--- src/rtl/mdu_pkg.sv ---
// mdu_pkg: shared definitions for the multiply/divide unit.
//   - MIPS R-format funct codes accepted by the unit
//   - FSM state encoding
//   - small decode helpers for the funct field
package mdu_pkg;

  localparam logic [5:0] FN_MULT  = 6'h18;
  localparam logic [5:0] FN_MULTU = 6'h19;
  localparam logic [5:0] FN_DIV   = 6'h1A;
  localparam logic [5:0] FN_DIVU  = 6'h1B;
  localparam logic [5:0] FN_MTHI  = 6'h11;
  localparam logic [5:0] FN_MTLO  = 6'h13;

  typedef enum logic [1:0] {
    IDLE = 2'd0,
    CALC = 2'd1,
    FIX  = 2'd2
  } state_t;

  // True for the four commands that run the iterative datapath.
  function automatic logic is_muldiv(input logic [5:0] f);
    return (f == FN_MULT) || (f == FN_MULTU) || (f == FN_DIV) || (f == FN_DIVU);
  endfunction

  function automatic logic is_div(input logic [5:0] f);
    return (f == FN_DIV) || (f == FN_DIVU);
  endfunction

  function automatic logic is_signed_op(input logic [5:0] f);
    return (f == FN_MULT) || (f == FN_DIV);
  endfunction

endpackage

--- src/rtl/mdu_if.sv ---
// mdu_if: command/result bundle between the execute stage and the
// multiply/divide unit.
//   start, funct, Read_A, Read_B : command from the pipeline (master drives)
//   hi, lo                       : HI/LO registers (unit drives)
//   busy, done, div_zero         : status (unit drives)
interface mdu_if #(
  parameter int WIDTH = 32
) ();
  logic             start;
  logic [5:0]       funct;
  logic [WIDTH-1:0] Read_A;
  logic [WIDTH-1:0] Read_B;
  logic [WIDTH-1:0] hi;
  logic [WIDTH-1:0] lo;
  logic             busy;
  logic             done;
  logic             div_zero;

  modport master (
    output start, funct, Read_A, Read_B,
    input  hi, lo, busy, done, div_zero
  );

  modport slave (
    input  start, funct, Read_A, Read_B,
    output hi, lo, busy, done, div_zero
  );
endinterface

--- src/rtl/mdu_step.sv ---
// mdu_step: one combinational iteration of the unsigned magnitude datapath.
//   div_i   : 0 = shift-add multiply step, 1 = restoring shift-subtract step
//   acc_i   : 2*WIDTH working accumulator
//             multiply: {partial product high, multiplier / product low}
//             divide  : {partial remainder, dividend / quotient bits}
//   opnd_i  : multiplicand (multiply) or divisor (divide) magnitude
//   acc_o   : accumulator after this iteration
module mdu_step #(
  parameter int WIDTH = 32
) (
  input  logic               div_i,
  input  logic [2*WIDTH-1:0] acc_i,
  input  logic [WIDTH-1:0]   opnd_i,
  output logic [2*WIDTH-1:0] acc_o
);

  // Multiply: add the multiplicand into the upper half when the current
  // multiplier bit (LSB) is set, then shift right. The carry out of the add
  // becomes the new MSB, so no extra accumulator bit is needed.
  logic [WIDTH:0]       mul_sum;
  logic [2*WIDTH-1:0]   mul_next;

  assign mul_sum  = {1'b0, acc_i[2*WIDTH-1:WIDTH]} + (acc_i[0] ? {1'b0, opnd_i} : '0);
  assign mul_next = {mul_sum, acc_i[WIDTH-1:1]};

  // Divide: shift the next dividend bit into the partial remainder and try a
  // subtraction. The remainder is always below the divisor, so the shifted
  // value fits in WIDTH+1 bits and a kept result fits back in WIDTH.
  logic [WIDTH:0]       rem_shift;
  logic                 q_bit;
  logic [WIDTH-1:0]     rem_next;
  logic [2*WIDTH-1:0]   div_next;

  assign rem_shift = {acc_i[2*WIDTH-1:WIDTH], acc_i[WIDTH-1]};
  assign q_bit     = (rem_shift >= {1'b0, opnd_i});
  assign rem_next  = q_bit ? WIDTH'(rem_shift - {1'b0, opnd_i}) : rem_shift[WIDTH-1:0];
  assign div_next  = {rem_next, acc_i[WIDTH-2:0], q_bit};

  assign acc_o = div_i ? div_next : mul_next;

endmodule

--- src/rtl/mul_div_unit.sv ---
// mul_div_unit: iterative multiply/divide unit with HI/LO registers.
//   clk       : system clock
//   rst       : asynchronous active-high reset
//   bus.start / bus.funct / bus.Read_A / bus.Read_B : command inputs
//   bus.hi / bus.lo      : HI/LO registers
//   bus.busy             : iterative op in progress
//   bus.done             : one-cycle pulse when HI/LO were written by an op
//   bus.div_zero         : one-cycle pulse with done for a divide by zero
// MULT/MULTU/DIV/DIVU take WIDTH+1 cycles (IDLE -> CALC x WIDTH -> FIX).
// MTHI/MTLO write in one cycle when idle. All outputs come from flops.
module mul_div_unit
  import mdu_pkg::*;
#(
  parameter int WIDTH = 32
) (
  input  logic  clk,
  input  logic  rst,
  mdu_if.slave  bus
);

  localparam int CW = $clog2(WIDTH);

  state_t             state_q, state_d;
  logic [CW-1:0]      cnt_q, cnt_d;
  logic               div_q, div_d;
  logic               res_neg_q, res_neg_d;
  logic               rem_neg_q, rem_neg_d;
  logic               dz_flag_q, dz_flag_d;
  logic [WIDTH-1:0]   opnd_q, opnd_d;
  logic [2*WIDTH-1:0] acc_q, acc_d;
  logic [WIDTH-1:0]   hi_q, hi_d;
  logic [WIDTH-1:0]   lo_q, lo_d;
  logic               done_q, done_d;
  logic               dz_out_q, dz_out_d;

  // Operand decode. Negating MIN yields MIN, which read as unsigned is
  // exactly 2^(WIDTH-1), the required magnitude.
  logic               op_signed;
  logic               a_neg, b_neg;
  logic [WIDTH-1:0]   a_mag, b_mag;

  assign op_signed = is_signed_op(bus.funct);
  assign a_neg     = op_signed & bus.Read_A[WIDTH-1];
  assign b_neg     = op_signed & bus.Read_B[WIDTH-1];
  assign a_mag     = a_neg ? -bus.Read_A : bus.Read_A;
  assign b_mag     = b_neg ? -bus.Read_B : bus.Read_B;

  logic [2*WIDTH-1:0] acc_step;

  mdu_step #(
    .WIDTH (WIDTH)
  ) u_step (
    .div_i  (div_q),
    .acc_i  (acc_q),
    .opnd_i (opnd_q),
    .acc_o  (acc_step)
  );

  // Sign fix-up of the finished magnitudes.
  logic [2*WIDTH-1:0] prod_fix;
  logic [WIDTH-1:0]   quot_mag, rem_mag;
  logic [WIDTH-1:0]   quot_fix, rem_fix;

  assign prod_fix = res_neg_q ? -acc_q : acc_q;
  assign rem_mag  = acc_q[2*WIDTH-1:WIDTH];
  assign quot_mag = acc_q[WIDTH-1:0];
  assign quot_fix = res_neg_q ? -quot_mag : quot_mag;
  assign rem_fix  = rem_neg_q ? -rem_mag : rem_mag;

  always_ff @(posedge clk or posedge rst) begin
    if (rst) begin
      state_q   <= IDLE;
      cnt_q     <= '0;
      div_q     <= 1'b0;
      res_neg_q <= 1'b0;
      rem_neg_q <= 1'b0;
      dz_flag_q <= 1'b0;
      opnd_q    <= '0;
      acc_q     <= '0;
      hi_q      <= '0;
      lo_q      <= '0;
      done_q    <= 1'b0;
      dz_out_q  <= 1'b0;
    end else begin
      state_q   <= state_d;
      cnt_q     <= cnt_d;
      div_q     <= div_d;
      res_neg_q <= res_neg_d;
      rem_neg_q <= rem_neg_d;
      dz_flag_q <= dz_flag_d;
      opnd_q    <= opnd_d;
      acc_q     <= acc_d;
      hi_q      <= hi_d;
      lo_q      <= lo_d;
      done_q    <= done_d;
      dz_out_q  <= dz_out_d;
    end
  end

  always_comb begin
    state_d   = state_q;
    cnt_d     = cnt_q;
    div_d     = div_q;
    res_neg_d = res_neg_q;
    rem_neg_d = rem_neg_q;
    dz_flag_d = dz_flag_q;
    opnd_d    = opnd_q;
    acc_d     = acc_q;
    hi_d      = hi_q;
    lo_d      = lo_q;
    done_d    = 1'b0;
    dz_out_d  = 1'b0;

    case (state_q)
      IDLE: begin
        if (bus.start) begin
          if (is_muldiv(bus.funct)) begin
            div_d     = is_div(bus.funct);
            res_neg_d = a_neg ^ b_neg;
            rem_neg_d = a_neg;
            dz_flag_d = is_div(bus.funct) && (bus.Read_B == '0);
            // Divide shifts the dividend out of the low half; multiply
            // consumes the multiplier from the low half.
            if (is_div(bus.funct)) begin
              acc_d  = {{WIDTH{1'b0}}, a_mag};
              opnd_d = b_mag;
            end else begin
              acc_d  = {{WIDTH{1'b0}}, b_mag};
              opnd_d = a_mag;
            end
            cnt_d   = '0;
            state_d = CALC;
          end else if (bus.funct == FN_MTHI) begin
            hi_d = bus.Read_A;
          end else if (bus.funct == FN_MTLO) begin
            lo_d = bus.Read_A;
          end
        end
      end

      CALC: begin
        acc_d = acc_step;
        cnt_d = cnt_q + CW'(1);
        if (cnt_q == CW'(WIDTH - 1)) begin
          state_d = FIX;
        end
      end

      FIX: begin
        if (div_q) begin
          // With a zero divisor every trial subtract succeeds, so the
          // remainder ends up holding the dividend magnitude and the sign
          // fix-up restores the original Read_A for hi on its own.
          lo_d = dz_flag_q ? '1 : quot_fix;
          hi_d = rem_fix;
        end else begin
          hi_d = prod_fix[2*WIDTH-1:WIDTH];
          lo_d = prod_fix[WIDTH-1:0];
        end
        done_d   = 1'b1;
        dz_out_d = dz_flag_q;
        state_d  = IDLE;
      end

      default: begin
        state_d = IDLE;
      end
    endcase
  end

  assign bus.hi       = hi_q;
  assign bus.lo       = lo_q;
  assign bus.busy     = (state_q != IDLE);
  assign bus.done     = done_q;
  assign bus.div_zero = dz_out_q;

endmodule
--- src/flat_wrapper.sv ---
// flat-port wrapper written by rule: the top's interface ports become plain ports
module mul_div_unit_flat import mdu_pkg::*;
#(
  parameter int WIDTH = 32
)
  (clk, rst, bus_start, bus_funct, bus_Read_A, bus_Read_B, bus_hi, bus_lo, bus_busy, bus_done, bus_div_zero);
  mdu_if #(.WIDTH(WIDTH)) bus_i ();
  input  logic clk;
  input  logic rst;
  input wire logic [$bits(bus_i.start)-1:0] bus_start;
  input wire logic [$bits(bus_i.funct)-1:0] bus_funct;
  input wire logic [$bits(bus_i.Read_A)-1:0] bus_Read_A;
  input wire logic [$bits(bus_i.Read_B)-1:0] bus_Read_B;
  output wire logic [$bits(bus_i.hi)-1:0] bus_hi;
  output wire logic [$bits(bus_i.lo)-1:0] bus_lo;
  output wire logic [$bits(bus_i.busy)-1:0] bus_busy;
  output wire logic [$bits(bus_i.done)-1:0] bus_done;
  output wire logic [$bits(bus_i.div_zero)-1:0] bus_div_zero;
  assign bus_i.start = bus_start;
  assign bus_i.funct = bus_funct;
  assign bus_i.Read_A = bus_Read_A;
  assign bus_i.Read_B = bus_Read_B;
  assign bus_hi = bus_i.hi;
  assign bus_lo = bus_i.lo;
  assign bus_busy = bus_i.busy;
  assign bus_done = bus_i.done;
  assign bus_div_zero = bus_i.div_zero;
  mul_div_unit #(.WIDTH(WIDTH)) u_core (.clk(clk), .rst(rst), .bus(bus_i));
endmodule
--- config.mk ---
export PLATFORM = sky130hd
export DESIGN_NAME = mul_div_unit_flat
export DESIGN_NICKNAME = d
export VERILOG_FILES = /design/src/rtl/mdu_pkg.sv /design/src/rtl/mdu_if.sv /design/src/rtl/mdu_step.sv /design/src/rtl/mul_div_unit.sv /design/src/flat_wrapper.sv
export SDC_FILE = /design/constraint.sdc
export NUM_CORES = 1
export LEC_CHECK = 0
export CELL_PAD_IN_SITES_DETAIL_PLACEMENT = 0
export CELL_PAD_IN_SITES_GLOBAL_PLACEMENT = 2
export CORE_AREA = 5 5 187 225
export CTS_BUF_LIST = sky130_fd_sc_hd__clkbuf_16
export DETAILED_ROUTE_END_ITERATION = 7
export DIE_AREA = 0 0 192 230
export PLACE_DENSITY = 0.89
export RECOVER_POWER = 50
export SLEW_MARGIN = 20
export SYNTH_ARGS = -nofsm -noshare
export SYNTH_HDL_FRONTEND = slang
export SYNTH_HIERARCHICAL = 1
export SYNTH_SLANG_ARGS = --single-unit
--- constraint.sdc ---
create_clock -name clk -period 9.23 [get_ports clk]
set_input_delay 2.3075 -clock clk [delete_from_list [all_inputs] [get_ports clk]]
set_output_delay 2.3075 -clock clk [all_outputs]
set_load 0.02 [all_outputs]
---- After elaboration in Yosys (flattened, before gate mapping) ----
Index checks and enable logic that the tools add are counted.
storage, ports and cells
  register bits after elaboration ......... 173
  logic and storage cells ................. 90
operators by class
  add/sub/neg operators ................... 8
  order comparisons ....................... 1
  eq/ne operators ......................... 16
  mux-type cells .......................... 34
  bitwise logic cells ..................... 3
  reduce and logical (&&, ||, !) cells .... 16
operator list
  operator                                                         count
  32-bit two-way mux                                               18
  64-bit two-way mux                                               4
  32-bit negator                                                   4
  32-bit case mux with 2 select lines                              2
  64-bit case mux with 2 select lines                              1
  64-bit negator                                                   1
  6-bit by 5-bit == test with 1-bit output, second input constant  6
  32-bit by 32-bit adder with 33-bit output                        1
  33-bit by 32-bit greater-or-equal comparator with 1-bit output   1
  32-bit logical NOT                                               1
  32-bit subtractor                                                1
  5-bit two-way mux                                                2
  5-bit case mux with 2 select lines                               1
  3-bit AND reduction                                              3
  2-bit by 1-bit != test with 1-bit output, second input constant  4
  2-bit two-way mux                                                3
  2-bit != test, second input constant                             3
  2-bit nonzero test                                               3
  5-bit by 1-bit adder with 5-bit output, second input constant    1
  5-bit == test, second input constant                             1
  1-bit logical OR                                                 5
  5-bit AND reduction                                              1
  2-bit case mux with 2 select lines                               1
  4-bit AND reduction                                              1
  other kinds (7)                                                  9

---- Depth between registers and ports, before layout ----
  depth in word-level cells ............... 8
  mapped depth ............................ 15

---- By module ----
The synthesis kept the hierarchy.
modules (own cells, without submodules)
  module        instances  cells an instance  area each (um2)  seq. area each (um2)
  mul_div_unit  1          1191               10685.2          4329.2
  mdu_step      1          646                4583.1           0.0

---- Least setup slack after synthesis ----
Ideal clock, no wire load.
  path type ............................... input port to flip-flop
  start ................................... input port bus_Read_B[13]
  end ..................................... register u_core.acc_q[26]
  setup time .............................. 0.104 ns
  data arrival time ....................... 4.222 ns
  required time ........................... 9.126 ns
  setup slack ............................. 4.904 ns
  stages .................................. 6
  path through ............................ or4_1 nand4bb_1 or3_1 o31ai_1 xor2_1 a221oi_1
between the ends
  longest elaborated chain between the ends .. 6
ends and longest elaborated chain
  what                                 line                 RTL
  from (decl)                          flat_wrapper.sv:13   input wire logic [$bits(bus_i.Read_B)-1:0] bus_Read_B;
  32-bit negator                       mul_div_unit.sv:46   assign b_mag = b_neg ? -bus.Read_B : bus.Read_B;
  32-bit two-way mux                   mul_div_unit.sv:46
  32-bit two-way mux                   mul_div_unit.sv:124  if (is_div(bus.funct)) begin
  64-bit two-way mux                   mul_div_unit.sv:117  if (is_muldiv(bus.funct)) begin
  64-bit two-way mux                   mul_div_unit.sv:116  if (bus.start) begin
  64-bit case mux with 2 select lines  mul_div_unit.sv:114  case (state_q)
  to (signal assigned)                 mul_div_unit.sv:79   acc_q <= '0;
  to (signal assigned)                 mul_div_unit.sv:92   acc_q <= acc_d;
  to (decl)                            mul_div_unit.sv:30   logic [2*WIDTH-1:0] acc_q, acc_d;
Every way passes these cells. The select of a mux whose other input is x is not followed.
A chain may end at the register's enable or synchronous reset.

---- Worst setup path after layout ----
  start ................................... input port bus_funct[3]
  end ..................................... register u_core.opnd_q[14]
between the ends
  longest elaborated chain between the ends .. 5
  elaborated cells between the ends (all ways) .. 15
ends and longest elaborated chain
  what                                                         line                                         RTL
  from (decl)                                                  flat_wrapper.sv:11                           input wire logic [$bits(bus_i.funct)-1:0] bus_funct;
  6-bit by 5-bit == test with 1-bit output (on tied branches)  mdu_pkg.sv:22, mdu_pkg.sv:30, mdu_pkg.sv:26
  1-bit logical OR (on tied branches)                          mdu_pkg.sv:30, mdu_pkg.sv:22
  1-bit AND, or another cell as far along                      mul_div_unit.sv:43                           assign a_neg = op_signed & bus.Read_A[WIDTH-1];
  32-bit two-way mux, or another cell as far along             mul_div_unit.sv:45                           assign a_mag = a_neg ? -bus.Read_A : bus.Read_A;
  32-bit two-way mux or 3-bit AND reduction (tied branches)    n/a
  to (signal assigned)                                         mul_div_unit.sv:91                           opnd_q <= opnd_d;
  to (decl)                                                    mul_div_unit.sv:29                           logic [WIDTH-1:0] opnd_q, opnd_d;
Several ways; a longest one is shown, not always the timed one.

==> impl_results.md <==
* Slew @ Worst Pin at about 2900 ps
* Cell variety after synth at 88
* Worst-path clk slew at about 70 ps
* Status: finished with violations
* Post-Route WL at just over 60 mm
* Number of max-cap violations at 2
* Row cnt at 80
* Post-Place Worst Slack at approximately 3800 ps
* Arrival time at the worst endpoint at around 5500 ps
* Clock buffer depth at 2
* Design area at between 0.015 and 0.02 mm^2
* Final Hold Fails at 0
* Non-Filler Instances at around 2500
* Yosys top cell area share at 28.35%
* Crit-path max FO at 24
* Nets at slightly above 2000
* Fin worst setup slack at just over 4000 ps
* Via density at just over 6
* Top post-synthesis cells by area: dfrtp_1 (28%), ha_1 (5.7%), xnor2_1 (4.9%)
* GRT Util Overall at 27.02%
* Initial Util at 38.62%
* Placed Instances at about 2400
* Compound-Gate Fraction of Synth Area at 26.17%
* Post-synthesis mux area share at 6.941%
* Post-synthesis share of cell area spent on xor and xnor gates at under 10%
* Final Max Slew Viols at 50
* TritonRoute pass-1 iters at 5
* Max Clock Skew at roughly 13 ps
* Syn Std Cell Area at between 0.015 and 0.02 mm^2
* Synth Area in Adders at approximately 6%
* Util after Layout at 44.72%
* IO Pins at 140
* Worst vdd ir at between 0.2 and 0.25 mV
* Worst Setup End Kind: flip-flop
* Crit Path Class: in -> reg
* Largest family of logic cells by synthesized area: compound AO/OA/AOI/OAI gates
* Peak Freq at approximately 190 MHz
* CTS tree: built
* DR WL/cell at 24.85 um
* Seq/Total Area, Yosys at 28.35%
* Die Y at 230 um
* CP Launch Type: primary input
* PD cells at slightly below 300 mW/mm^2
* Core area at between 0.03 and 0.04 mm^2
* WP data required at ~9600 ps
* Via count at 15250
* Async SR Flop Fraction at 100.0%
* Leak at between 0.007 and 0.008 uW
* CTS sink count at roughly 170
* First-pass GRT wire length at approximately 91 mm
* Htree depth at 4
* GRT overflow at 0
* Synth top cells by count: nand2_1 (187), dfrtp_1 (173), o21ai_0 (135)
* Largest net degree at the start of global routing at 74
* Post-cts sizing count at 0
* Warnings, synthesis at 6
* Initial DRC count at between 1000 and 1500
* Final setup viols at 0
* Number of global-route vias before repair at about 15000
* Placed cell area at ~0.017 mm^2
* Failing checks: capacitance limit, slew limit
* Fin Setup TNS at 0 ps
* Worst Hold Class: reg -> reg
* Tmin final at slightly above 5000 ps
* Post-route ant nets at 0
* Number of flops mapped to enable cells by yosys at 0
* Hold Path Cell Cnt at 2
* Syn avg cell area at approximately 8.3 um^2
* RSZ-0062 raised after global routing: false
* Synthesis-to-layout area growth at 15.79%
* Chip width at approximately 190 um
* Post-synthesis simple-gate area fraction at about a fifth
* FF-to-FF path depth at 6
* Drc violations at 0
* Placer congestion estimate at a little over 0.9
* Die area at approximately 0.044 mm^2
* Most frequent cell after synthesis: nand2_1
* Synth Register Bits at about 170
* Hold-fix buffers at CTS at 0
* Clock Tree Root: clkbuf_16
* Top_reg_cell synth: dfrtp_1
* DP HPWL at roughly 46 mm
* Area leader, netlist: dfrtp_1
* Initial antenna violation count at 1
* Share of cells above drive strength 1 at 7.473%
* Part of the cycle the worst path needs at a little under three fifths
* I/O Buffers at 139
* Post-Syn Nets at approximately 2000
* Setup Buffers After CTS at 0
* CTS Buf Count at 17
* Worst skew pair latency at 450 ps
* Relative slew slack at -93.90%
* Gate Count Post-Synth at between 1500 and 2000
## registers in the layout, summed over array words and instances, names as in the netlist
register / count
u_core/acc_q: 64
u_core/bus.hi: 32
u_core/bus.lo: 32
u_core/opnd_q: 32
u_core/cnt_q: 5
u_core/state_q: 2
u_core/bus.div_zero: 1
u_core/bus.done: 1
u_core/div_q: 1
u_core/dz_flag_q: 1
u_core/rem_neg_q: 1
u_core/res_neg_q: 1
## layout make-up
cell class / count / area (um^2)
antenna: 1 / 2.502
tap: 533 / 666.9
sequential: 173 / 4333
inverter: 61 / 230.2
fill: 4003 / 21860
clock buffer: 17 / 425.4
multi-input combinational: 1502 / 10310
clock inverter: 14 / 146.4
timing repair buffer: 160 / 1562
## worst max-delay path, cell delays in order
cell and delay (ps):
clkdlybuf4s50_1 560, nor3b_1 690, and3_1 830, nand2_1 140, xor2_1 520, mux2i_1 170, mux2_2 290
## path summary, 6_finish.rpt
check,startpoint,end,slack [ps]
worst max-delay path,bus_funct[3],u_core/opnd_q[14]$_DFFE_PP0P_,4060
worst min-delay path,u_core/bus.lo[9]$_DFFE_PP0P_,u_core/bus.lo[9]$_DFFE_PP0P_,470
worst max register to register,u_core/state_q[0]$_DFFE_PP0P_,u_core/opnd_q[31]$_DFFE_PP0P_,4570
worst min register to register,u_core/bus.lo[9]$_DFFE_PP0P_,u_core/bus.lo[9]$_DFFE_PP0P_,470
max in group asynchronous,rst,u_core/opnd_q[5]$_DFFE_PP0P_,4730
min in group asynchronous,rst,u_core/bus.lo[7]$_DFFE_PP0P_,2640
## cells in the final DEF, fill, tap and decap left out, types with 45 or more instances in the layout
| cell type | instances |
|---|---|
| a21oi_1 | 124 |
| clkdlybuf4s50_1 | 108 |
| dfrtp_1 | 172 |
| ha_1 | 70 |
| inv_1 | 61 |
| mux2_2 | 51 |
| mux2i_1 | 47 |
| nand2_1 | 187 |
| nor2_1 | 105 |
| o21ai_0 | 135 |
| o22ai_1 | 45 |
| xnor2_1 | 85 |
| xor2_1 | 71 |
## per-stage QoR
| step | power, uW | hold WS (ps) |
|---|---|---|
| final | 5108 | 474.7 |
| after global routing | 5441 | 514.1 |
| after global placement | 4292 | 466.6 |
| after detailed placement | 4319 | 472.3 |
| after floorplan | 3407 | 453.1 |
| after CTS | 5080 | 489.1 |
## metal layers
layer	wire length (um)	share of wire (%)	GRT usage, %
met2	30160	49	46.14
met4	3171	5.2	12.64
met1	24430	40	33.51
met3	3385	5.5	3.792
met5	13	0.021	0
## cells by family (layout without fill, tap and decap cells)
family | after synthesis | after routing
AND/OR/NAND/NOR | 575 | 575
XOR/XNOR | 156 | 156
AO/OA/AOI/OAI | 600 | 600
buffers and inverters | 162 | 252
adder cells (fa/ha/maj) | 72 | 72
other | 0 | 1
flip-flops | 173 | 173
multiplexers | 99 | 99
## power breakdown
part / leakage [uW] / total [uW] / internal (uW) / switching, uW
logic: 0.00483 / 2860 / 1230 / 1630
registers: 0.00209 / 1500 / 980 / 520
clock network: 0.000276 / 745 / 399 / 346
total: 0.00720 / 5110 / 2610 / 2490
Note: power is estimated with default switching activity, not from simulation.
==> edit 1, RTL diff (same settings) <==
Take the reset off `lo_q` and load it in a clocked block of its own.
--- a/src/rtl/mul_div_unit.sv
+++ b/src/rtl/mul_div_unit.sv
@@ -79,5 +79,4 @@
       acc_q     <= '0;
       hi_q      <= '0;
-      lo_q      <= '0;
       done_q    <= 1'b0;
       dz_out_q  <= 1'b0;
@@ -92,8 +91,11 @@
       acc_q     <= acc_d;
       hi_q      <= hi_d;
-      lo_q      <= lo_d;
       done_q    <= done_d;
       dz_out_q  <= dz_out_d;
     end
+  end
+
+  always_ff @(posedge clk) begin
+    lo_q <= lo_d;
   end
 
Behaviour: not the same (a bounded check fails within 4 cycles, from zero or initial values and one cycle with rst high).
==> edit 1 against the unedited design <==
The flow still finishes with violations (max-capacitance violations, max-slew violations). Synthesized cell count increased by 0.93%. Sequential cell count unchanged. Routed wire length increased by 4.6%. Combinational power decreased by 5%. Worst setup slack got worse by 0.57 ns. Design area increased by 1.1%. Clock skew decreased by 0.0033 ns. Final cell count increased by 0.65%. Maximum frequency decreased by 9.9%. Power decreased by 5.2%. Synthesized area increased by 2.0%. Die area unchanged. Critical path type is now register to register. Largest power group unchanged.
==> edit 1: results (changes against the unedited design) <==
| Metric | Value |
|---|---|
| Worst hold margin | `0.516 ns (+0.0412 ns)` |
| Placed inst area | `0.0174 mm² (+1.7%)` |
| Leak Pwr | `7.16 nW (-0.50%)` |
| Share of layout cells above drive strength 1 | `8.28% (+0.81 points)` |
| Crit path to | `u_core/bus.hi[19]` |
| Fill cells | `3970 (-0.82%)` |
| Critical path peak fanout | `58 (+140%)` |
| Crit. Startpoint | `u_core/state_q[0]` |
| Post-synthesis sequential area ratio | `28.8% (+0.47 points)` |
| Detail Placement HPWL | `48400 µm (+4.5%)` |
| Min-delay src | `u_core/opnd_q[4]` |
| Nets@finish | `2076 (+0.78%)` |
| Worst Clk Skew | `0.0102 ns (-0.00326 ns)` |
| Critical path's top delay family | `buffers and inverters` |
| Arrival @ worst endpoint | `6.10 ns (+0.60 ns)` |
| Area of the multi-input gates | `0.0104 mm² (+0.89%)` |
| Slowest CP cell | `clkbuf_1` |
| Tot GR Track Use | `28.4% (+1.3 points)` |
| Post-synth EDFFs | `32 (+32)` |
| Pins Over Slew Limit | `234 (+370%)` |
| Synth cell count leaders | `158 x nand2_1, 148 x nor2_1, 141 x dfrtp_1` |
| Power Internal | `0.00243 W (-7.0%)` |
| Crit-path max cell delay | `1.93 ns (+1.10 ns)` |
| Post-route setup slack | `3.50 ns (-0.566 ns)` |
| DRT Pass-1 Iters | `6 (+1)` |
| Average vias per placed instance | `6.23 (+0.49%)` |
| Mapped Cells | `1854 (+0.93%)` |
| FF-to-FF path depth | `7 (+1)` |
| Post-synth cell types | `96 (+9.1%)` |
| P per Cell Area | `271 mW/mm² (-6.3%)` |
| Non-Clock Inverter Count | `64 (+4.9%)` |
| Aggregate routed wire length | `64000 µm (+4.6%)` |
| Violated checks | `max-capacitance violations, max-slew violations` |
| Synthesized cell area | `0.0156 mm² (+2.0%)` |
| Post-synth net total | `1999 (+0.86%)` |
| MaxCap Viol Count | `5 (+3)` |
| Clock tree cell share of total cell area | `3.02% (-0.21 points)` |
| Run status | `complete, but fails checks` |
==> edit 1: changes by cell type in the layout (fill, tap and decap cells not counted), moves of 11 or more <==
cell / delta
a31oi_1: +11
o21ai_0: -14
dfrtp_1: -32
nor2b_1: -12
a21oi_1: +13
edfxtp_1: +32
nor2_1: +41
o22ai_1: -30
xnor2_1: -14
xor2_1: +17
a211oi_1: -17
mux2_2: +14
nand2_1: -29
==> edit 1: layer usage <==
| layer | wire length (µm) | vias to the layer above | GRT usage, % |
|---|---|---|---|
| met5 | 0 | - | 0 |
| met4 | 3960 | 0 | 15.5 |
| met3 | 3280 | 168 | 3.66 |
| met2 | 31400 | 592 | 48.3 |
| met1 | 25400 | 7615 | 34.6 |
| li1 | - | 7049 | - |
==> edit 1: cell families after synthesis <==
group	after synthesis	share of synthesized area, %
AOI/OAI and AO/OA	573	24.6
muxes	106	7.38
adders and majority gates	72	5.88
buffers and inverters	166	4.40
DFF	173	28.8
xor gates and xnor gates	159	8.94
and+or+nand+nor	605	20.0
==> edit 2, RTL diff (config.mk and constraints unchanged) <==
Made on the original files. `WIDTH` is set to 32 in 4 places; all go to 16.
--- a/src/rtl/mdu_if.sv
+++ b/src/rtl/mdu_if.sv
@@ -5,5 +5,5 @@
 //   busy, done, div_zero         : status (unit drives)
 interface mdu_if #(
-  parameter int WIDTH = 32
+  parameter int WIDTH = 16
 ) ();
   logic             start;
--- a/src/rtl/mdu_step.sv
+++ b/src/rtl/mdu_step.sv
@@ -7,5 +7,5 @@
 //   acc_o   : accumulator after this iteration
 module mdu_step #(
-  parameter int WIDTH = 32
+  parameter int WIDTH = 16
 ) (
   input  logic               div_i,
--- a/src/rtl/mul_div_unit.sv
+++ b/src/rtl/mul_div_unit.sv
@@ -12,5 +12,5 @@
   import mdu_pkg::*;
 #(
-  parameter int WIDTH = 32
+  parameter int WIDTH = 16
 ) (
   input  logic  clk,
--- a/src/flat_wrapper.sv
+++ b/src/flat_wrapper.sv
@@ -2,5 +2,5 @@
 module mul_div_unit_flat import mdu_pkg::*;
 #(
-  parameter int WIDTH = 32
+  parameter int WIDTH = 16
 )
   (clk, rst, bus_start, bus_funct, bus_Read_A, bus_Read_B, bus_hi, bus_lo, bus_busy, bus_done, bus_div_zero);
Interface: changed (resized bus_Read_A, bus_Read_B, bus_hi and bus_lo); port bits go from 140 to 76. The function was not compared with the original's and may differ.
==> edit 2 against the unedited design <==
The run still ends with max-capacitance violations, max-slew violations left. Die area unchanged. Synthesized area down 49%. Critical path depth shrank 1. Routed wire length down 54%. Power shrank 36%. Sequential cell count fell by 81. Worst setup slack better by 0.41 ns. Largest cell class unchanged. Register-to-register slack better by 0.92 ns. Non-clock buffer count fell by 78. Count of clock-buffer cells in the layout fell by 8. Synthesized cell count down 49%. Clock power down 46%. Design area decreased by 47%.
==> edit 2: results (changes against the unedited design) <==
| Metric | Value |
|---|---|
| Leak Pwr | `3.67 nW (-49%)` |
| Clock Latency Late Sink | `0.36 ns (-0.09 ns)` |
| DP Worst Slack | `4.21 ns (+0.378 ns)` |
| TritonCTS Buffers | `9 (-8)` |
| Crit path to | `u_core/bus.lo[7]` |
| Crit-path max cell delay | `between 0.8 and 0.9 ns` |
| Critical path peak fanout | `32 (+33%)` |
| Tot GR Track Use | `12.4% (-15 points)` |
| Initial drt markers | `486 (-63%)` |
| Nets@finish | `1071 (-48%)` |
| First-pass GRT wire length | `43700 µm (-52%)` |
| VDD IR max | `0.177 mV (-27%)` |
| Final RePlAce weighted congestion | `0.900 (-1.9%)` |
| Pins Over Slew Limit | `36 (-28%)` |
| Run status | `complete, but fails checks` |
| Placed inst area | `0.00911 mm² (-47%)` |
| Arrival @ worst endpoint | `4.96 ns (-0.54 ns)` |
| Synth cell count leaders | `92 x dfrtp_1, 89 x nand2_1, 81 x nor2_1` |
| Crit. Startpoint | `bus_funct[1]` |
| Violated checks | `max-capacitance violations, max-slew violations` |
| Initial antenna violation count | `0 (-1)` |
| Largest cells by area after synthesis | `dfrtp_1 29%, ha_1 5.9%, xnor2_1 5.3%` |
| Mapped Cells | `945 (-49%)` |
| Comb. pwr | `0.00204 W (-29%)` |
| MaxCap Viol Count | `1 (-1)` |
| R2R setup slack | `5.49 ns (+0.92 ns)` |
| Switching pwr | `0.00160 W (-36%)` |
| Critical path's top delay family | `buffers and inverters` |
| Port Buf Inserts | `75 (-46%)` |
| Htree depth | `3 (-1)` |
| Tightest Pin Transition | `1.60 ns (-1.31 ns)` |
| Post-synth net total | `1025 (-48%)` |
| Largest register FFs | `32 (-50%)` |
| Average vias per placed instance | `5.05 (-18%)` |
| Worst Clk Skew | `0.0143 ns (+0.000885 ns)` |
| Largest net degree at the start of global routing | `61 (-18%)` |
| Post-synth cell types | `82 (-6.8%)` |
| Switching Share | `49.1% (+0.29 points)` |
| Slowest CP cell | `clkdlybuf4s50_1` |
| Detail Placement HPWL | `21600 µm (-53%)` |
| Post-route insts no fill | `1528 (-38%)` |
| Routed WL per cell | `18.3 µm (-26%)` |
| Ant diodes | `0 (-1)` |
| Seq. pwr | `0.000808 W (-46%)` |
| Post-synthesis sequential area ratio | `29.4% (+1.0 points)` |
| Vias in the first global route | `7682 (-48%)` |
| Min Tclk post-route | `4.76 ns (-0.408 ns)` |
[edit 2: final cells by class]
cell class / count / area (µm²)
clock buffers: 9 / 225
clock inverters: 6 / 81.3
inverters: 39 / 148
repair buffers: 82 / 800
fillers: 4336 / 30100
multi-input cells: 767 / 5210
flip-flops and latches: 92 / 2300
well taps: 533 / 667
[edit 2: worst min-delay path by stage]
stage	startpoint	end	slack, ns	cells after the start
after detailed placement	u_core/bus.lo[8]	u_core/bus.lo[8]	0.47	2
final	u_core/bus.lo[1]	u_core/bus.lo[1]	0.48	2
after global placement	u_core/bus.lo[2]	u_core/bus.lo[2]	0.47	2
after floorplan	u_core/opnd_q[1]	u_core/opnd_q[1]	0.46	2
after CTS	u_core/bus.lo[8]	u_core/bus.lo[8]	0.49	2
after global routing	u_core/bus.lo[1]	u_core/bus.lo[1]	0.50	2
[edit 2: kinds of logic (layout without fill, tap and decap cells)]
family | Yosys count | in the layout | share of synthesized area (%)
xor+xnor | 69 | 69 | 7.71
buf+inv | 86 | 136 | 4.48
fa+ha+maj | 39 | 39 | 6.42
mux | 31 | 31 | 4.28
compound gates | 316 | 316 | 28.0
flops | 92 | 92 | 29.4
simple gates | 312 | 312 | 19.8
[edit 2: worst register-to-register path, stage by stage, from the launching register on]
cell and delay [ns]:
dfrtp_1 0.60, inv_1 0.40, nand2_1 0.64, clkinv_1 0.88, nand2_1 0.74, o22ai_1 0.21, o21ai_0 0.18
[edit 2: routing by layer]
layer	global-route usage, %	wire length, µm	vias up
met5	0	0	-
met4	4.59	984	0
met3	1.67	1080	65
met2	21.9	14200	238
met1	15.4	11700	3791
li1	-	-	3625
